--- config.mk ---
export PLATFORM = sky130hd
export DESIGN_NAME = basic_cpu_core
export DESIGN_NICKNAME = d
export VERILOG_FILES = /design/src/rtl/basic_cpu_core.sv
export SDC_FILE = /design/constraint.sdc
export NUM_CORES = 1
export LEC_CHECK = 0
export CORE_UTILIZATION = 56
export DETAILED_ROUTE_END_ITERATION = 10
export GPL_TIMING_DRIVEN = 1
export PLACE_DENSITY = 0.76
export SYNTH_ARGS = -nofsm -noshare
export SYNTH_HDL_FRONTEND = slang
export SYNTH_SLANG_ARGS = --single-unit
--- constraint.sdc ---
create_clock -name clk -period 2.9 [get_ports clk]
set_input_delay 0.29 -clock clk [delete_from_list [all_inputs] [get_ports clk]]
set_output_delay 0.29 -clock clk [all_outputs]
set_load 0.02 [all_outputs]
--- src/rtl/basic_cpu_core.sv ---
// Accumulator-machine core: switch-loaded internal memory, T0..T6 sequencer and a
// memory-reference instruction set with indirect addressing, carry flag E, ISZ and halt.
module basic_cpu_core #(
    parameter int DATA_W    = 16,
    parameter int ADDR_W    = 12,
    parameter int MEM_DEPTH = 32,
    parameter int DATA_BASE = 10
) (
    input  logic              clk,
    input  logic              rst_n,
    input  logic              run,
    input  logic              ld_prog,
    input  logic              ld_data,
    input  logic              restart,
    input  logic [DATA_W-1:0] din,
    input  logic [ADDR_W-1:0] dbg_addr,
    output logic [DATA_W-1:0] dbg_data,
    output logic [DATA_W-1:0] ac,
    output logic              e,
    output logic [ADDR_W-1:0] pc,
    output logic [2:0]        sc,
    output logic              halted,
    output logic              busy
);

    localparam int IDX_W = (MEM_DEPTH > 1) ? $clog2(MEM_DEPTH) : 1;
    localparam logic [IDX_W-1:0] PTR_LAST = IDX_W'(MEM_DEPTH - 1);
    localparam logic [IDX_W-1:0] PTR_BASE = IDX_W'(DATA_BASE);

    typedef enum logic [2:0] {T0, T1, T2, T3, T4, T5, T6} sc_e;
    typedef enum logic [2:0] {
        OP_AND = 3'b000, OP_ADD = 3'b001, OP_LDA = 3'b010, OP_STA = 3'b011,
        OP_BUN = 3'b100, OP_SUB = 3'b101, OP_ISZ = 3'b110, OP_HLT = 3'b111
    } op_e;

    logic [DATA_W-1:0] mem [MEM_DEPTH];

    sc_e               sc_q, sc_d;
    logic [ADDR_W-1:0] pc_q, pc_d, ar_q, ar_d;
    logic [DATA_W-1:0] ir_q, ir_d, dr_q, dr_d, ac_q, ac_d;
    logic              e_q, e_d, i_q, i_d, halted_q, halted_d;
    logic [IDX_W-1:0]  pptr_q, pptr_d, dptr_q, dptr_d;

    logic              mem_we;
    logic [ADDR_W-1:0] mem_waddr;
    logic [DATA_W-1:0] mem_wdata;
    logic [DATA_W-1:0] mem_ar;
    op_e               op;

    function automatic logic in_range(input logic [ADDR_W-1:0] a);
        return 32'(a) < 32'(MEM_DEPTH);
    endfunction

    function automatic logic [IDX_W-1:0] ptr_inc(input logic [IDX_W-1:0] p);
        return (p == PTR_LAST) ? '0 : p + IDX_W'(1);
    endfunction

    assign mem_ar   = in_range(ar_q) ? mem[ar_q[IDX_W-1:0]] : '0;
    assign dbg_data = in_range(dbg_addr) ? mem[dbg_addr[IDX_W-1:0]] : '0;
    assign op       = op_e'(ir_q[DATA_W-2:DATA_W-4]);

    // Loads and restart take the single write port and freeze the sequencer.
    always_comb begin
        sc_d      = sc_q;
        pc_d      = pc_q;
        ar_d      = ar_q;
        ir_d      = ir_q;
        dr_d      = dr_q;
        ac_d      = ac_q;
        e_d       = e_q;
        i_d       = i_q;
        halted_d  = halted_q;
        pptr_d    = pptr_q;
        dptr_d    = dptr_q;
        mem_we    = 1'b0;
        mem_waddr = '0;
        mem_wdata = '0;
        if (restart) begin
            pc_d     = '0;
            sc_d     = T0;
            halted_d = 1'b0;
        end else if (ld_prog) begin
            mem_we    = 1'b1;
            mem_waddr = ADDR_W'(pptr_q);
            mem_wdata = din;
            pptr_d    = ptr_inc(pptr_q);
        end else if (ld_data) begin
            mem_we    = 1'b1;
            mem_waddr = ADDR_W'(dptr_q);
            mem_wdata = din;
            dptr_d    = ptr_inc(dptr_q);
        end else if (run && !halted_q) begin
            case (sc_q)
                T0: begin
                    ar_d = pc_q;
                    sc_d = T1;
                end
                T1: begin
                    ir_d = mem_ar;
                    pc_d = pc_q + ADDR_W'(1);
                    sc_d = T2;
                end
                T2: begin
                    ar_d = ir_q[ADDR_W-1:0];
                    i_d  = ir_q[DATA_W-1];
                    sc_d = T3;
                end
                T3: begin
                    sc_d = T4;
                    if (op == OP_HLT) begin
                        halted_d = 1'b1;
                        sc_d     = T0;
                    end else if (i_q) begin
                        ar_d = mem_ar[ADDR_W-1:0];
                    end
                end
                T4: begin
                    sc_d = T5;
                    case (op)
                        OP_STA: begin
                            mem_we    = 1'b1;
                            mem_waddr = ar_q;
                            mem_wdata = ac_q;
                            sc_d      = T0;
                        end
                        OP_BUN: begin
                            pc_d = ar_q;
                            sc_d = T0;
                        end
                        OP_HLT:  sc_d = T0;
                        default: dr_d = mem_ar;
                    endcase
                end
                T5: begin
                    sc_d = T0;
                    case (op)
                        OP_AND: ac_d = ac_q & dr_q;
                        OP_ADD: {e_d, ac_d} = {1'b0, ac_q} + {1'b0, dr_q};
                        OP_LDA: ac_d = dr_q;
                        OP_SUB: begin
                            ac_d = ac_q - dr_q;
                            e_d  = (ac_q >= dr_q);
                        end
                        OP_ISZ: begin
                            dr_d = dr_q + DATA_W'(1);
                            sc_d = T6;
                        end
                        default: ;
                    endcase
                end
                T6: begin
                    mem_we    = 1'b1;
                    mem_waddr = ar_q;
                    mem_wdata = dr_q;
                    if (dr_q == '0) pc_d = pc_q + ADDR_W'(1);
                    sc_d      = T0;
                end
                default: sc_d = T0;
            endcase
        end
    end

    always_ff @(posedge clk or negedge rst_n) begin
        if (!rst_n) begin
            sc_q     <= T0;
            pc_q     <= '0;
            ar_q     <= '0;
            ir_q     <= '0;
            dr_q     <= '0;
            ac_q     <= '0;
            e_q      <= 1'b0;
            i_q      <= 1'b0;
            halted_q <= 1'b0;
            pptr_q   <= '0;
            dptr_q   <= PTR_BASE;
        end else begin
            sc_q     <= sc_d;
            pc_q     <= pc_d;
            ar_q     <= ar_d;
            ir_q     <= ir_d;
            dr_q     <= dr_d;
            ac_q     <= ac_d;
            e_q      <= e_d;
            i_q      <= i_d;
            halted_q <= halted_d;
            pptr_q   <= pptr_d;
            dptr_q   <= dptr_d;
        end
    end

    always_ff @(posedge clk) begin
        if (mem_we && in_range(mem_waddr)) mem[mem_waddr[IDX_W-1:0]] <= mem_wdata;
    end

    assign ac     = ac_q;
    assign e      = e_q;
    assign pc     = pc_q;
    assign sc     = sc_q;
    assign halted = halted_q;
    assign busy   = run & ~halted_q & ~ld_prog & ~ld_data & ~restart;

endmodule

# Word level (Yosys, flattened, before mapping)
# Memories as Yosys holds them, arrays and structs flattened.
# Cells that the tools add are included.
[op_classes]
order_cmp = 4
reduce_logical = 26
eq_ne = 23
n_addsub = 6
n_bitwise = 9
n_mux = 53
[ops]
columns = ["cell", "n"]
rows = [
  ["$mux W12", 13],
  ["$mux W16", 9],
  ["$pmux W12 S3", 2],
  ["$pmux W16 S2", 2],
  ["$pmux W16 S4", 1],
  ["$lt A12 B6 Y1 const B", 3],
  ["$pmux W12 S2", 1],
  ["$eq A3 B3 Y1 const B", 7],
  ["$mux W3", 7],
  ["$pmux W3 S6", 1],
  ["$reduce_and A6 Y1", 3],
  ["$add A16 B16 Y17", 1],
  ["$add A16 B1 Y16 const B", 1],
  ["$and A16 B16 Y16", 1],
  ["$ge A16 B16 Y1", 1],
  ["$logic_not A16 Y1", 1],
  ["$sub A16 B16 Y16", 1],
  ["$reduce_and A5 Y1", 3],
  ["$reduce_and A7 Y1", 2],
  ["$mux W1", 13],
  ["$add A12 B1 Y12 const B", 1],
  ["$eq A3 B2 Y1 const B", 4],
  ["$add A5 B1 Y5 const B", 2],
  ["$eq A5 B5 Y1 const B", 2],
  ["18 further kinds", 39],
]
[totals]
ff_bits = 88
word_cells = 133
mem_count = 1
mem_bits_rw = 512
input_bits = 34
[mem_list]
columns = ["name", "words", "word_bits", "rd", "rd_ports_with_merged_regs", "write_ports", "line", "text"]
rows = [
  ["mem", 32, 16, 2, 0, 1, "36", "logic [DATA_W-1:0] mem [MEM_DEPTH];"],
]

# Depth between registers and ports, before layout
# Gate-level depths: netlist (run 1).
[logic_depth]
ltp_word = 11
mapped_depth = 11

# Worst setup path before layout (run 1)
# Ideal clock, no wire load.
[synth_path]
kind = "register to register"
from = "reg sc_q[2] (netlist: sc[2])"
to = "mem mem[23][0] (enable)"
required_ns = 2.512
period_less_slack_ns = 2.936
stages_incl_launch_ff = 8
setup_slack_ns = -0.036
n_path_buf = 0
arrival_ns = 2.548
cell_sequence = "dfrtp_1 -> nor2b_1 -> o2111a_1 -> and3b_1 -> a21oi_1 -> a211oi_1 -> nand2_1 -> nor2_1"
[synth_between]
elab_chain_len = 10
[synth_lines]
columns = ["element", "line", "text"]
rows = [
  ["from (decl)", "38", "sc_e sc_q, sc_d;"],
  ["from (signal assigned)", "165", "sc_q <= T0;"],
  ["from (signal assigned)", "177", "sc_q <= sc_d;"],
  ["$eq A3 B3 Y1", "93", "case (sc_q)"],
  ["$pmux W12 S2", "93", ""],
  ["$mux W12", "92", "end else if (run && !halted_q) begin"],
  ["$mux W12", "87", "end else if (ld_data) begin"],
  ["$mux W12", "82", "end else if (ld_prog) begin"],
  ["$mux W12", "78", "if (restart) begin"],
  ["$lt A12 B6 Y1", "51", "return 32'(a) < 32'(MEM_DEPTH);"],
  ["$logic_and A1 B1 Y1", "192", "if (mem_we && in_range(mem_waddr)) mem[mem_waddr[IDX_W-1:0]] <= mem_wdata;"],
  ["$mux W1", "192", ""],
  ["$mux W1 (implied by the code)", "192", ""],
  ["to (decl)", "36", ""],
]
# Several ways; a longest one is shown, not always the timed one.

==> results.md, run 1 <==
* RSZ-0062 raised after global routing: true
* Least-Margin Pin Slew at 0.717 ns
* Chip height at between 200 and 250 um
* Setup crit end kind: output pin
* Fmax at between 300 and 400 MHz
* Total iterations of the first detailed-routing run at 6
* Vias at between 20000 and 25000
* DR iter-0 viols at between 3000 and 4000
* Placed cell area at 34900 um^2
* Largest net degree at the start of global routing at between 50 and 60
* Period utilisation layout at 1.02
* Failing checks: negative setup slack
* Clk slew on worst S/H paths at 0.06 ns
* Fraction of registers with async set/reset at 0.147
* Placer Congestion at ~0.98
* Number of H-tree levels at 2
* Clock Latency Late Sink at 0.67 ns
* GR Util All Layers at 0.362
* Worst EP arrival at between 2 and 3 ns
* Post-DP HPWL at ~65000 um
* Primary FF master, synth: edfxtp_1
* Maxcap violations at 0
* Sequential cell area at 17600 um^2
* First-pass GRT wire length at approximately 150000 um
* Worst vdd ir at between 0.4 and 0.5 mV
* Routed len/inst at roughly 32 um
* Synth Net Count at 2112
* Post-DRT Antenna Nets at 0
* Synth Instances at 2037
* Register area share after synthesis at 0.570
* Synth unique cells at 75
* Core area at 54100 um^2
* Max_slew headroom at 0.522
* Most common cell after layout, fill and taps aside: edfxtp_1
* Clk root buf: clkbuf_16
* # diodes at 0
* Layout Utilization at 0.687
* CP required at ~2.6 ns
* CP max FO at 2
* GR Overflow Total at 0
* CTS tree: yes
* Pwr dens at around 600 nW/um^2
* Nets at about 2400
* Share of layout cells above drive strength 1 at 0.329
* Multi-input logic area at 12700 um^2
* TritonCTS Buffers at between 60 and 70
* Status: complete, but fails checks
* Crit Path Class: flip-flop to output pin
* Wirelength, routed at approximately 100000 um
* Synth-to-layout area growth at 20.5%
* Clock buffer depth at 3
* Count of input and output buffers at just over 80
* Tot Pwr at between 0.02 and 0.025 W
* Layout Skew at ~0.028 ns
* Die Area at approximately 56000 um^2
* Final Max Tran Viols at 0
* Post-route cell area at 37200 um^2
* Post-synth EDFFs at between 500 and 600
* Fin crit period at between 2 and 3 ns
* Final Setup Violations at 3
* Row cnt at between 80 and 90
* Clock Sinks at 600
* Leak at between 10 and 15 nW
* Die Wd at around 240 um
* Final Hold Viols at 0
* Syn avg cell area at about 15 um^2
* I/O pins at 84
* Fin worst setup slack at -0.0682 ns
* Vias in the first global route at about 22000
* Via density at 7.23
* Initial Utilization at 0.570
* Filler cells at about 3400
* Hold Path Class: input port to asynchronous set/reset pin
* Synth Warn # at 0
* Commonest cells after routing, fill and taps aside: 512 x edfxtp_1, 296 x mux4_2, 206 x buf_4
* Cell area after synthesis at between 30000 and 40000 um^2
* Seq cells post-synth at 600
* Startpoint Class: flip-flop
* DRC errors left at 0
* Number of antenna violations at the first check in global routing at 1
[power breakdown]
group	switching (W)	leakage [nW]	internal [W]
combinational	0.00223	6.05	0.00186
clock	0.00354	1.03	0.00481
sequential	0.000203	5.85	0.00963
total	0.00598	12.9	0.0163
[path summary, 6_finish.rpt]
check / from / to / slack [ns] / cells after the start
min in group clk: run / sc[2]$_DFFE_PN0P_ / 0.45 / 3
hold reg to reg: ir_q[10]$_DFFE_PN0P_ / ir_q[10]$_DFFE_PN0P_ / 0.48 / 2
setup reg to reg: ir_q[12]$_DFFE_PN0P_ / mem[28][15]$_DFFE_PP_ / 0.08 / 10
max in group asynchronous: rst_n / dr_q[6]$_DFFE_PN0P_ / 1.96 / 3
hold / removal: rst_n / dptr_q[0]$_DFFE_PN0P_ / 0.23 / 2
setup / recovery: mem[2][6]$_DFFE_PP_ / dbg_data[6] / -0.07 / 6
[flip-flops by register name, indices dropped and copies added (netlist names)]
register / cells
ir_q: 16
sc: 3
pptr_q: 5
ac: 16
e: 1
ar_q: 12
pc: 12
dptr_q: 5
i_q: 1
halted: 1
dr_q: 16
mem: 512
[kinds of logic (layout without fill, tap and decap cells)]
group | Yosys count | after routing | synth area share
simple gates | 467 | 467 | 0.0705
mux | 343 | 343 | 0.232
buf+inv | 189 | 523 | 0.0259
fa+ha+maj | 41 | 41 | 0.0171
flops | 600 | 600 | 0.570
xor+xnor | 10 | 10 | 0.00284
compound gates | 387 | 387 | 0.0818
[timing repair]
item                       in CTS  in global routing
setup endpoints to repair      18                180
hold endpoints to repair       49                  0
setup buffers                   5                  0
pin swaps                       1                 10
hold buffers                    2                  0
gates resized for setup        65                 34
[cells in the mapped netlist (13+ instances only)]
cell type  instances  area [um^2]
nand3_1           38          190
a21oi_1          111          556
edfxtp_1         512        15400
ha_1              39          488
a211oi_1          19          143
o32ai_1           13          114
inv_1             45          169
and3_1            23          144
o221ai_1          16          140
o22ai_1           19          119
buf_1             14         52.6
nand2_1          124          465
clkbuf_1          86          323
nor3_1            42          210
dfrtp_1           86         2150
a22oi_1           38          285
nor2b_1           15         93.8
nor2_1           159          597
o21ai_0           73          365
mux4_2           296         6670
mux2i_1           39          390
buf_2             30          150
[per-layer routing]
layer / vias up / part of all wire / wire length (um) / track usage
li1: 8902 / - / - / -
met1: 11149 / 0.35 / 35100 / 0.483
met2: 1796 / 0.47 / 46700 / 0.562
met3: 325 / 0.13 / 12800 / 0.0950
met4: 2 / 0.051 / 5120 / 0.164
met5: - / 0.00011 / 11 / 0
[area by class of cell]
cell class / count / share of cell area
inverters: 47 / 0.00475
clock inverters: 48 / 0.0140
repair buffers: 360 / 0.100
multi-input cells: 1248 / 0.342
clock buffers: 68 / 0.0423
flip-flops and latches: 600 / 0.473
well taps: 696 / 0.0234
[worst max-delay path, cell delays in order (launching register included)]
cell and delay (ns):
edfxtp_1 0.42, mux4_2 0.50, mux4_2 0.51, mux2i_2 0.22, buf_4 0.18, nor2_2 0.04
buf_6 0.14
[through the flow]
step           hold slack, ns  std cells  setup slack (ns)  TNS, ns
3_3_place_gp            0.374       2944            -0.121    -1.13
4_1_cts                 0.249       3067           -0.0778   -0.190
2_1_floorplan        -0.00559       2037           -0.0360    -3.06
3_5_place_dp            0.390       2944            -0.104    -1.87
6_report                0.225       3067           -0.0682   -0.144
5_1_grt                 0.276       3067            -0.129   -0.375
No activity file was read; power rests on OpenSTA's default activity.
==> run 2: changes to the inputs <==
--- a/config.mk
+++ b/config.mk
@@ -7,6 +7,7 @@
 export LEC_CHECK = 0
 export CORE_UTILIZATION = 56
 export DETAILED_ROUTE_END_ITERATION = 10
+export GPL_ROUTABILITY_DRIVEN = 0
 export GPL_TIMING_DRIVEN = 1
 export PLACE_DENSITY = 0.76
 export SYNTH_ARGS = -nofsm -noshare
==> results.md, run 2 (synthesis gave the netlist of run 1 again) <==
* Commonest cells after routing, fill and taps aside: 512 x edfxtp_1, 296 x mux4_2, 204 x buf_4
* CP max FO at 2 (unchanged)
* CP required at 2.61 ns (about the same)
* Clock Sinks at 600 (unchanged)
* Wirelength, routed at 98500 um (-1.2%)
* GR Util All Layers at 0.349 (-0.0126)
* Post-DRT Antenna Nets at 0 (unchanged)
* Die Wd at 237 um (unchanged)
* Final Setup Violations at 7 (+4)
* Synth-to-layout area growth at 20.0%
* TritonCTS Buffers at 61 (unchanged)
* Max_slew headroom at 0.509 (-0.0126)
* DR iter-0 viols at 3625 (+4.0%)
* Pwr dens at 590 nW/um^2 (-1.5%)
* Crit Path Class: flip-flop to output pin
* Worst vdd ir at 0.567 mV (+13%)
* Final Hold Viols at 0 (unchanged)
* Least-Margin Pin Slew at 0.734 ns (+0.0173 ns)
* Nets at 2390 (-0.13%)
* RSZ-0062 raised after global routing: true
* Total negative slack at -0.0870 ns (+0.0571 ns)
* # diodes at 0 (unchanged)
* Vias at 22246 (+0.32%)
* Fin crit period at 2.94 ns (-0.0328 ns)
* Status: complete, but fails checks
* Startpoint Class: flip-flop
* Share of layout cells above drive strength 1 at 0.324 (-0.00522)
* Number of H-tree levels at 2 (unchanged)
* Fin worst setup slack at -0.0354 ns (+0.0328 ns)
* Final Max Tran Viols at 0 (unchanged)
* Filler cells at 3430 (+1.4%)
* Clock buffer depth at 3 (unchanged)
* Routed len/inst at 32.2 um (-1.0%)
* Fmax at 341 MHz (+1.1%)
* Core area at 54100 um^2 (unchanged)
* Total iterations of the first detailed-routing run at 6 (unchanged)
* Number of flip-flops in the largest register at 512 (unchanged)
* Hold Path Class: input port to asynchronous set/reset pin
* Pre-CTS setup slack at -0.131 ns (-0.0268 ns)
* Post-route cell area at 37000 um^2 (-0.42%)
* Worst EP arrival at 2.65 ns (-0.03 ns)
* CTS tree: yes
* Number of antenna violations at the first check in global routing at 1 (unchanged)
* Clock Latency Late Sink at 0.67 ns (about the same)
* Maxcap violations at 0 (unchanged)
* Die Area at 56000 um^2 (unchanged)
* Setup crit end kind: output pin
* Clk slew on worst S/H paths at 0.06 ns (about the same)
* Period utilisation layout at 1.01 (-0.0113)
* Post-DP HPWL at 62600 um (-4.5%)
* GR Overflow Total at 0 (unchanged)
* First-pass GRT wire length at 142000 um (-3.3%)
* Vias in the first global route at 21765 (-2.7%)
* Failing checks: negative setup slack
* Initial Utilization at 0.570 (unchanged)
* Largest net degree at the start of global routing at 49 (-9.3%)
* Placed cell area at 34800 um^2 (-0.42%)
* Count of input and output buffers at 83 (unchanged)
* Clk root buf: clkbuf_16
* Via density at 7.27 (+0.49%)
* Chip height at 237 um (unchanged)
* Layout Skew at 0.0479 ns (+0.0198 ns)
* Row cnt at 85 (unchanged)
* Tot Pwr at 0.0218 W (-2.0%)
* I/O pins at 84 (unchanged)
* Leak at 12.9 nW (-0.63%)
* DRC errors left at 0 (unchanged)
* Most common cell after layout, fill and taps aside: edfxtp_1
-- run 2: cell count changes in the layout (fill, tap and decap cells not counted), moves of 3 or more --
| cell | before | now |
|---|---|---|
| bufinv_16 | 10 | 4 |
| buf_6 | 4 | 1 |
| buf_2 | 13 | 10 |
| clkbuf_1 | 6 | 14 |
| clkbuf_8 | 1 | 4 |
| clkinv_2 | 20 | 12 |
-- run 2: layer usage --
layer  vias up  part of all wire  track usage
li1       8906                 -            -
met1     11058              0.34        0.466
met2      1907              0.46        0.534
met3       375              0.14       0.0959
met4         0             0.057        0.172
met5         -                 0            0
-- run 2: layout make-up --
cell class	instances	area (um^2)	share of cell area
multi-input combinational	1248	12700	0.342
sequential	600	17600	0.475
inverter	47	176	0.00477
timing repair buffer	357	3730	0.101
clock buffer	79	1630	0.0440
tap	696	871	0.0235
clock inverter	35	350	0.00946
-- run 2: report_power, final --
| part | leakage, nW | internal [W] | switching, W |
|---|---|---|---|
| Combinational | 6.04 | 0.00188 | 0.00224 |
| Sequential | 5.85 | 0.00963 | 0.000201 |
| Clock | 0.962 | 0.00434 | 0.00355 |
-- run 2: timing repair --
item / in CTS / in global routing
pin swaps: 1 / 5
setup endpoints to repair: 18 / 54
hold buffers: 2 / 0
setup buffers: 7 / 16
hold endpoints to repair: 46 / 0
resized for setup: 56 / 29
-- run 2: final timing paths --
kind	endpoint	cells past startpoint	slack, ns	startpoint
setup / recovery	dbg_data[6]	6	-0.04	mem[19][6]$_DFFE_PP_
setup reg to reg	mem[28][15]$_DFFE_PP_	10	0.08	ir_q[12]$_DFFE_PN0P_
min in group clk	ir_q[5]$_DFFE_PN0P_	2	0.47	ir_q[5]$_DFFE_PN0P_
hold reg to reg	ir_q[5]$_DFFE_PN0P_	2	0.47	ir_q[5]$_DFFE_PN0P_
max in group asynchronous	ac[15]$_DFFE_PN0P_	3	1.97	rst_n
hold / removal	dptr_q[2]$_DFFE_PN0P_	2	0.20	rst_n
-- run 2: per-stage QoR --
stage,std cells,utilization,hold WS (ns)
floorplan,2037,-,-0.00559
global placement,2923,0.643,0.353
detailed placement,2923,0.643,0.365
CTS,3046,0.680,0.212
global route,3062,0.684,0.241
finish,3062,0.684,0.205
-- run 2: critical path: stages, from the launching register on --
cell      delay (ns)
edfxtp_1        0.41
mux4_2          0.50
mux4_2          0.51
mux2i_2         0.19
buf_4           0.18
nor2_4          0.04
buf_6           0.14
==> RTL edit 1: new RTL, flow settings as in run 1 <==
`pc_q`, `ar_q`, `ir_q`, `dr_q` and `ac_q` no longer have a reset.
--- a/src/rtl/basic_cpu_core.sv
+++ b/src/rtl/basic_cpu_core.sv
@@ -163,11 +163,6 @@
     always_ff @(posedge clk or negedge rst_n) begin
         if (!rst_n) begin
             sc_q     <= T0;
-            pc_q     <= '0;
-            ar_q     <= '0;
-            ir_q     <= '0;
-            dr_q     <= '0;
-            ac_q     <= '0;
             e_q      <= 1'b0;
             i_q      <= 1'b0;
             halted_q <= 1'b0;
@@ -175,11 +170,6 @@
             dptr_q   <= PTR_BASE;
         end else begin
             sc_q     <= sc_d;
-            pc_q     <= pc_d;
-            ar_q     <= ar_d;
-            ir_q     <= ir_d;
-            dr_q     <= dr_d;
-            ac_q     <= ac_d;
             e_q      <= e_d;
             i_q      <= i_d;
             halted_q <= halted_d;
@@ -189,6 +179,14 @@
     end
 
     always_ff @(posedge clk) begin
+        pc_q <= pc_d;
+        ar_q <= ar_d;
+        ir_q <= ir_d;
+        dr_q <= dr_d;
+        ac_q <= ac_d;
+    end
+
+    always_ff @(posedge clk) begin
         if (mem_we && in_range(mem_waddr)) mem[mem_waddr[IDX_W-1:0]] <= mem_wdata;
     end
 
Function: changed (a bounded check fails within 4 cycles, from zero or initial values and one cycle with rst_n low; the reset may be asserted at any time).
==> RTL edit 1 against run 1 <==
- the flow still finishes with violations (setup timing)
- non-clock buffer count down 9
- cell count down 4.4%
- setup slack better by 0.028 ns
- clock skew up 0.0092 ns
- sequential cell count up 5
- routed wire length down 7.1%
- design area down 1.2%
- count of clock-buffer cells in the layout up 4
- die area down 0.58%
- synthesized area down 0.58%
Power is not compared: it rests on default switching activity, and its combinational part moved more than twofold at a synthesized area within 25%.
==> RTL edit 1: results (changes against run 1) <==
| Metric | Value |
|---|---|
| Worst hold-check path type | `primary input to asynchronous set/reset pin` |
| Maximum vdd drop | `about 0.56 mV` |
| Clock buffer depth | `3 (unchanged)` |
| Vias in the first global route | `20841 (-6.8%)` |
| Post-synth cell types | `73 (-2.7%)` |
| Final Worst Setup Slack | `-0.0403 ns (+0.0279 ns)` |
| TritonRoute pass-1 iters | `6 (unchanged)` |
| Cell Count Post-Placement | `2799 (-4.9%)` |
| Largest net degree at the start of global routing | `41 (-24%)` |
| Final #Nets | `2260 (-5.6%)` |
| Final WL | `92.6 mm (-7.1%)` |
| Initial antenna violation count | `1 (unchanged)` |
| Top cells by count, synth | `edfxtp_1, mux4_2, nor2_1, nand2_1, clkbuf_1` |
| Reg2reg path depth | `8 (-2)` |
| Syn_nets | `1980 (-6.3%)` |
| Port Buf Inserts | `83 (unchanged)` |
| Share of cells above drive strength 1 | `0.348 (+0.0184)` |
| Area after DPL | `34500 µm² (-1.4%)` |
| Crit path largest cell delay | `0.53 ns (+0.02 ns)` |
| Avg Cell Area, Syn | `16.1 µm² (+6.3%)` |
| Ys Warns | `0 (unchanged)` |
| DR vias | `20919 (-5.7%)` |
| EDFF count, synth | `572 (+12%)` |
| Worst skew pair latency | `around 0.66 ns` |
| Worst-path maximum fanout | `2 (unchanged)` |
| Setup Viol. Count Final | `2 (-1)` |
| GRT Resource Usage Total | `0.337 (-0.0249)` |
| FILL cells | `3375 (-0.21%)` |
| Diodes inserted | `0 (unchanged)` |
| Status | `finished with violations` |
| Max FFs per register | `512 (unchanged)` |
| R2R Setup Slk | `0.03 ns (-0.05 ns)` |
| Post-synth ARST share | `0.0264 (-0.120)` |
| Failing checks | `setup timing` |
| H-tree Lvls | `2 (unchanged)` |
| Synth area leaders | `edfxtp_1, mux4_2, nor2_1, ha_1, o21ai_0` |
| HPWL after DPL | `60.3 mm (-7.9%)` |
| CTS buffer count | `61 (unchanged)` |
| Setup TNS | `-0.0732 ns (+0.0709 ns)` |
| Max capacitance violation total | `0 (unchanged)` |
| Pleak | `12.4 nW` |
| Worst-path clk slew | `0.06 ns (about the same)` |
| Post-synthesis sequential area ratio | `0.584 (+0.0145)` |
| Iteration-0 DRC Markers | `3161 (-9.3%)` |
| Normalized max-slew margin | `0.353 (-0.169)` |
| Global-route wire length before repair | `137 mm (-7.1%)` |
| Root Driver | `clkbuf_16` |
| Routability cong. | `0.972 (-0.83%)` |
| PwrDens | `between 500 and 600 nW/µm²` |
| Crit-path slowest cell | `mux4_2` |
| Clk_skew | `0.0373 ns (+0.00922 ns)` |
| Post-DR vias/cell | `7.13 (-1.3%)` |
## RTL edit 1: path summary, 6_finish.rpt
path	start	endpoint
max in group asynchronous	rst_n	dptr_q[4]
min in group clk	restart	pc[9]
max reg2reg	ir_q[12]	mem[4][0]
min	rst_n	pptr_q[3]
min reg2reg	i_q	i_q
max	mem[15][10]	dbg_data[10]
## RTL edit 1: layer usage
layer	global-route usage	wire length (µm)	vias to the layer above	part of all wire
li1	-	-	8418	-
met1	0.468	33800	10564	0.36
met2	0.523	43300	1658	0.47
met3	0.0712	11300	279	0.12
met4	0.139	4180	0	0.045
met5	0	0	-	0
## RTL edit 1: cell type report
type / count / share of cell area
sequential: 605 / 0.488
timing repair buffer: 351 / 0.0956
clock inverter: 43 / 0.0116
inverter: 39 / 0.00399
clock buffer: 72 / 0.0427
tap: 696 / 0.0237
multi-input combinational: 1127 / 0.334
## RTL edit 1: worst max-delay path, delay by kind of cell (launching register included)
family                 cells  cell delay (ns)
and+or+nand+nor            1             0.04
muxes                      3             1.21
DFF                        1             0.46
buffers and inverters      2             0.31
## RTL edit 1: report_power, final
group | internal [mW] | switching [mW] | leakage, nW | total [mW]
clock | 4.43 | 3.50 | 0.961 | 7.93
sequential | 9.74 | 0.133 | 5.61 | 9.87
combinational | 0.871 | 1.03 | 5.80 | 1.90
total | 15.0 | 4.66 | 12.4 | 19.7
## RTL edit 1: repair_timing
item | CTS | global route
buffers inserted | 10 | 9
resized for setup | 72 | 37
pin swaps | 0 | 4
setup endpoints to repair | 106 | 251
## RTL edit 1: stage by stage
stage	worst slack, ns	hold WS [ns]
6_report	-0.0403	0.199
5_1_grt	-0.0847	0.233
4_1_cts	-0.0702	0.192
3_5_place_dp	-0.287	0.500
3_3_place_gp	-0.245	0.483
2_1_floorplan	-0.122	-0.00559
## RTL edit 1: cells by family (layout without fill, tap and decap cells)
| family | count (synthesis) | after routing | synth area share |
|---|---|---|---|
| compound gates | 326 | 326 | 0.0713 |
| simple gates | 382 | 382 | 0.0562 |
| xor+xnor | 29 | 29 | 0.00828 |
| flops | 605 | 605 | 0.584 |
| mux | 349 | 349 | 0.237 |
| fa+ha+maj | 41 | 41 | 0.0172 |
| buf+inv | 173 | 505 | 0.0254 |
==> RTL edit 2: new RTL, flow settings as in run 1 <==
Made on the original files. Change the parameter `MEM_DEPTH` from 32 to 64.
--- a/src/rtl/basic_cpu_core.sv
+++ b/src/rtl/basic_cpu_core.sv
@@ -3,7 +3,7 @@
 module basic_cpu_core #(
     parameter int DATA_W    = 16,
     parameter int ADDR_W    = 12,
-    parameter int MEM_DEPTH = 32,
+    parameter int MEM_DEPTH = 64,
     parameter int DATA_BASE = 10
 ) (
     input  logic              clk,
Check against the original RTL: not settled (the Yosys comparison gave no result); the edit may change what the design does.
==> RTL edit 2 against run 1 <==
- the flow still finishes with violations (setup timing)
- routed wire length up 91%
- setup slack got worse by 0.59 ns
- via count up 67%
- synthesized area rose by 76%
- die area up 75%
- design area is 84% higher
- critical path depth shrank 1
- sequential cell count up 514
- power is 71% higher
- largest cell class unchanged
- highest routed layer unchanged
==> RTL edit 2: results (changes against run 1) <==
| Metric | Value |
|---|---|
| H-tree Lvls | `3 (+1)` |
| Post-Layout Cell Count | `4937 (+61%)` |
| Final Worst Setup Slack | `-0.661 ns (-0.593 ns)` |
| Reg2reg path depth | `16 (+6)` |
| Setup TNS | `-38.92 ns (-38.77 ns)` |
| EDFF count, synth | `1024 (+100%)` |
| Clock buffer depth | `3 (unchanged)` |
| Final #Nets | `3644 (+52%)` |
| Clk_skew | `0.0626 ns (+0.0346 ns)` |
| FILL cells | `5517 (+63%)` |
| Global-route wire length before repair | `263 mm (+79%)` |
| GRT Resource Usage Total | `0.380 (+0.0179)` |
| Syn_nets | `3087 (+46%)` |
| CTS buffer count | `110 (+80%)` |
| Initial antenna violation count | `9 (+8)` |
| Worst-path clk slew | `roughly 0.07 ns` |
| Cell Count Post-Placement | `4589 (+56%)` |
| Post-placement setup slack | `-0.770 ns (-0.666 ns)` |
| Crit-path slowest cell | `mux4_2` |
| Vias in the first global route | `37072 (+66%)` |
| Top cells by count, synth | `edfxtp_1, mux4_2, nor2_1, nand2_1, clkbuf_1` |
| Post-synth ARST share | `0.0808 (-0.0659)` |
| DR WL/cell | `38.5 µm (+18%)` |
| TritonRoute pass-1 iters | `6 (unchanged)` |
| Hold-critical path depth | `2` |
| Status | `finished with violations` |
| Iteration-0 DRC Markers | `6192 (+78%)` |
| Largest net degree at the start of global routing | `65 (+20%)` |
| HPWL after DPL | `110 mm (+68%)` |
| Worst hold-check path type | `primary input to flop` |
| Crit path largest cell delay | `0.61 ns (+0.10 ns)` |
| Routability cong. | `0.998 (+1.9%)` |
| CP Data Arrival Time | `3.27 ns (+0.59 ns)` |
| Worst skew pair latency | `0.73 ns (+0.06 ns)` |
| Worst-Margin Slew | `0.855 ns (+0.137 ns)` |
| Post-synth cell types | `68 (-9.3%)` |
| Failing checks | `setup timing` |
| Post-synthesis sequential area ratio | `0.608 (+0.0377)` |
| Max FFs per register | `1024 (+100%)` |
| Share of cells above drive strength 1 | `0.448 (+0.119)` |
| Post-DR vias/cell | `7.51 (+3.9%)` |
| Maximum vdd drop | `0.884 mV (+77%)` |
| Port Buf Inserts | `83 (unchanged)` |
| Pleak | `22.6 nW (+75%)` |
| Root Driver | `clkbuf_16` |
| Ys Warns | `0 (unchanged)` |
| Synth area leaders | `edfxtp_1, mux4_2, dfrtp_1, nor2_1, nand2_1` |
| Avg Cell Area, Syn | `18.0 µm² (+19%)` |
| Setup Viol. Count Final | `559 (+556)` |
| Worst-path maximum fanout | `2 (unchanged)` |
RTL edit 2: cell count changes after synthesis, sizes merged, moves of 15 or more:
cell / delta
nand2: +19
nor2: +24
edfxtp: +512
buf: +45
mux4: +329
nor2b: +21
o221ai: -15
clkbuf: +36
a21oi: -21
RTL edit 2: kinds of logic after synthesis:
logic type      synth area share
buf+inv                   0.0200
simple gates              0.0430
compound gates            0.0450
xor+xnor                 0.00242
flops                      0.608
fa+ha+maj                0.00926
mux                        0.273
RTL edit 2: area by class of cell:
class                      instances  share of cell area
tap                             1265              0.0232
clock inverter                    75              0.0134
antenna                            5            0.000183
sequential                      1114               0.483
timing repair buffer             668               0.120
multi-input combinational       1641               0.316
inverter                          36             0.00198
clock buffer                     133              0.0428
RTL edit 2: layer usage:
layer  part of all wire  track usage
met5            0.00024            0
met4              0.081        0.246
met1               0.31        0.461
met2               0.47        0.593
met3               0.15        0.119
RTL edit 2: worst paths after layout:
path	end	slack, ns	startpoint
worst max-delay path	dbg_data[0]	-0.66	mem[11][0]
worst min-delay path	sc[1]	0.09	restart
worst max register to register	dr_q[8]	-0.24	ar_q[7]
worst min register to register	ar_q[6]	0.50	ir_q[6]
max in group asynchronous	dr_q[10]	2.04	rst_n
min in group asynchronous	ir_q[9]	0.11	rst_n
RTL edit 2: worst max-delay path, delay by kind of cell (launching register included):
kind / cells / cell delay (ns)
DFF: 1 / 0.44
buffers and inverters: 1 / 0.17
muxes: 3 / 1.72
and+or+nand+nor: 1 / 0.22
RTL edit 2: per-stage QoR:
step | cell area, µm² | hold slack (ns)
after floorplan | 54400 | -0.00559
after global placement | 61200 | 0.288
after detailed placement | 61200 | 0.301
after CTS | 67400 | 0.0398
after global routing | 68300 | 0.0987
final | 68300 | 0.0899
RTL edit 2: timing repair:
item,in CTS,in global routing
endpoints found under the setup margin,474,1055
pin swaps,69,67
buffers inserted,87,42
hold buffers,1,0
gates resized for setup,355,148
hold endpoints to repair,38,0
gates cloned,22,11
RTL edit 2: power by group:
part | leakage [nW] | switching, mW | internal [mW]
Sequential | 10.6 | 0.243 | 17.8
Combinational | 10.2 | 2.67 | 2.09
Clock | 1.84 | 6.55 | 8.74
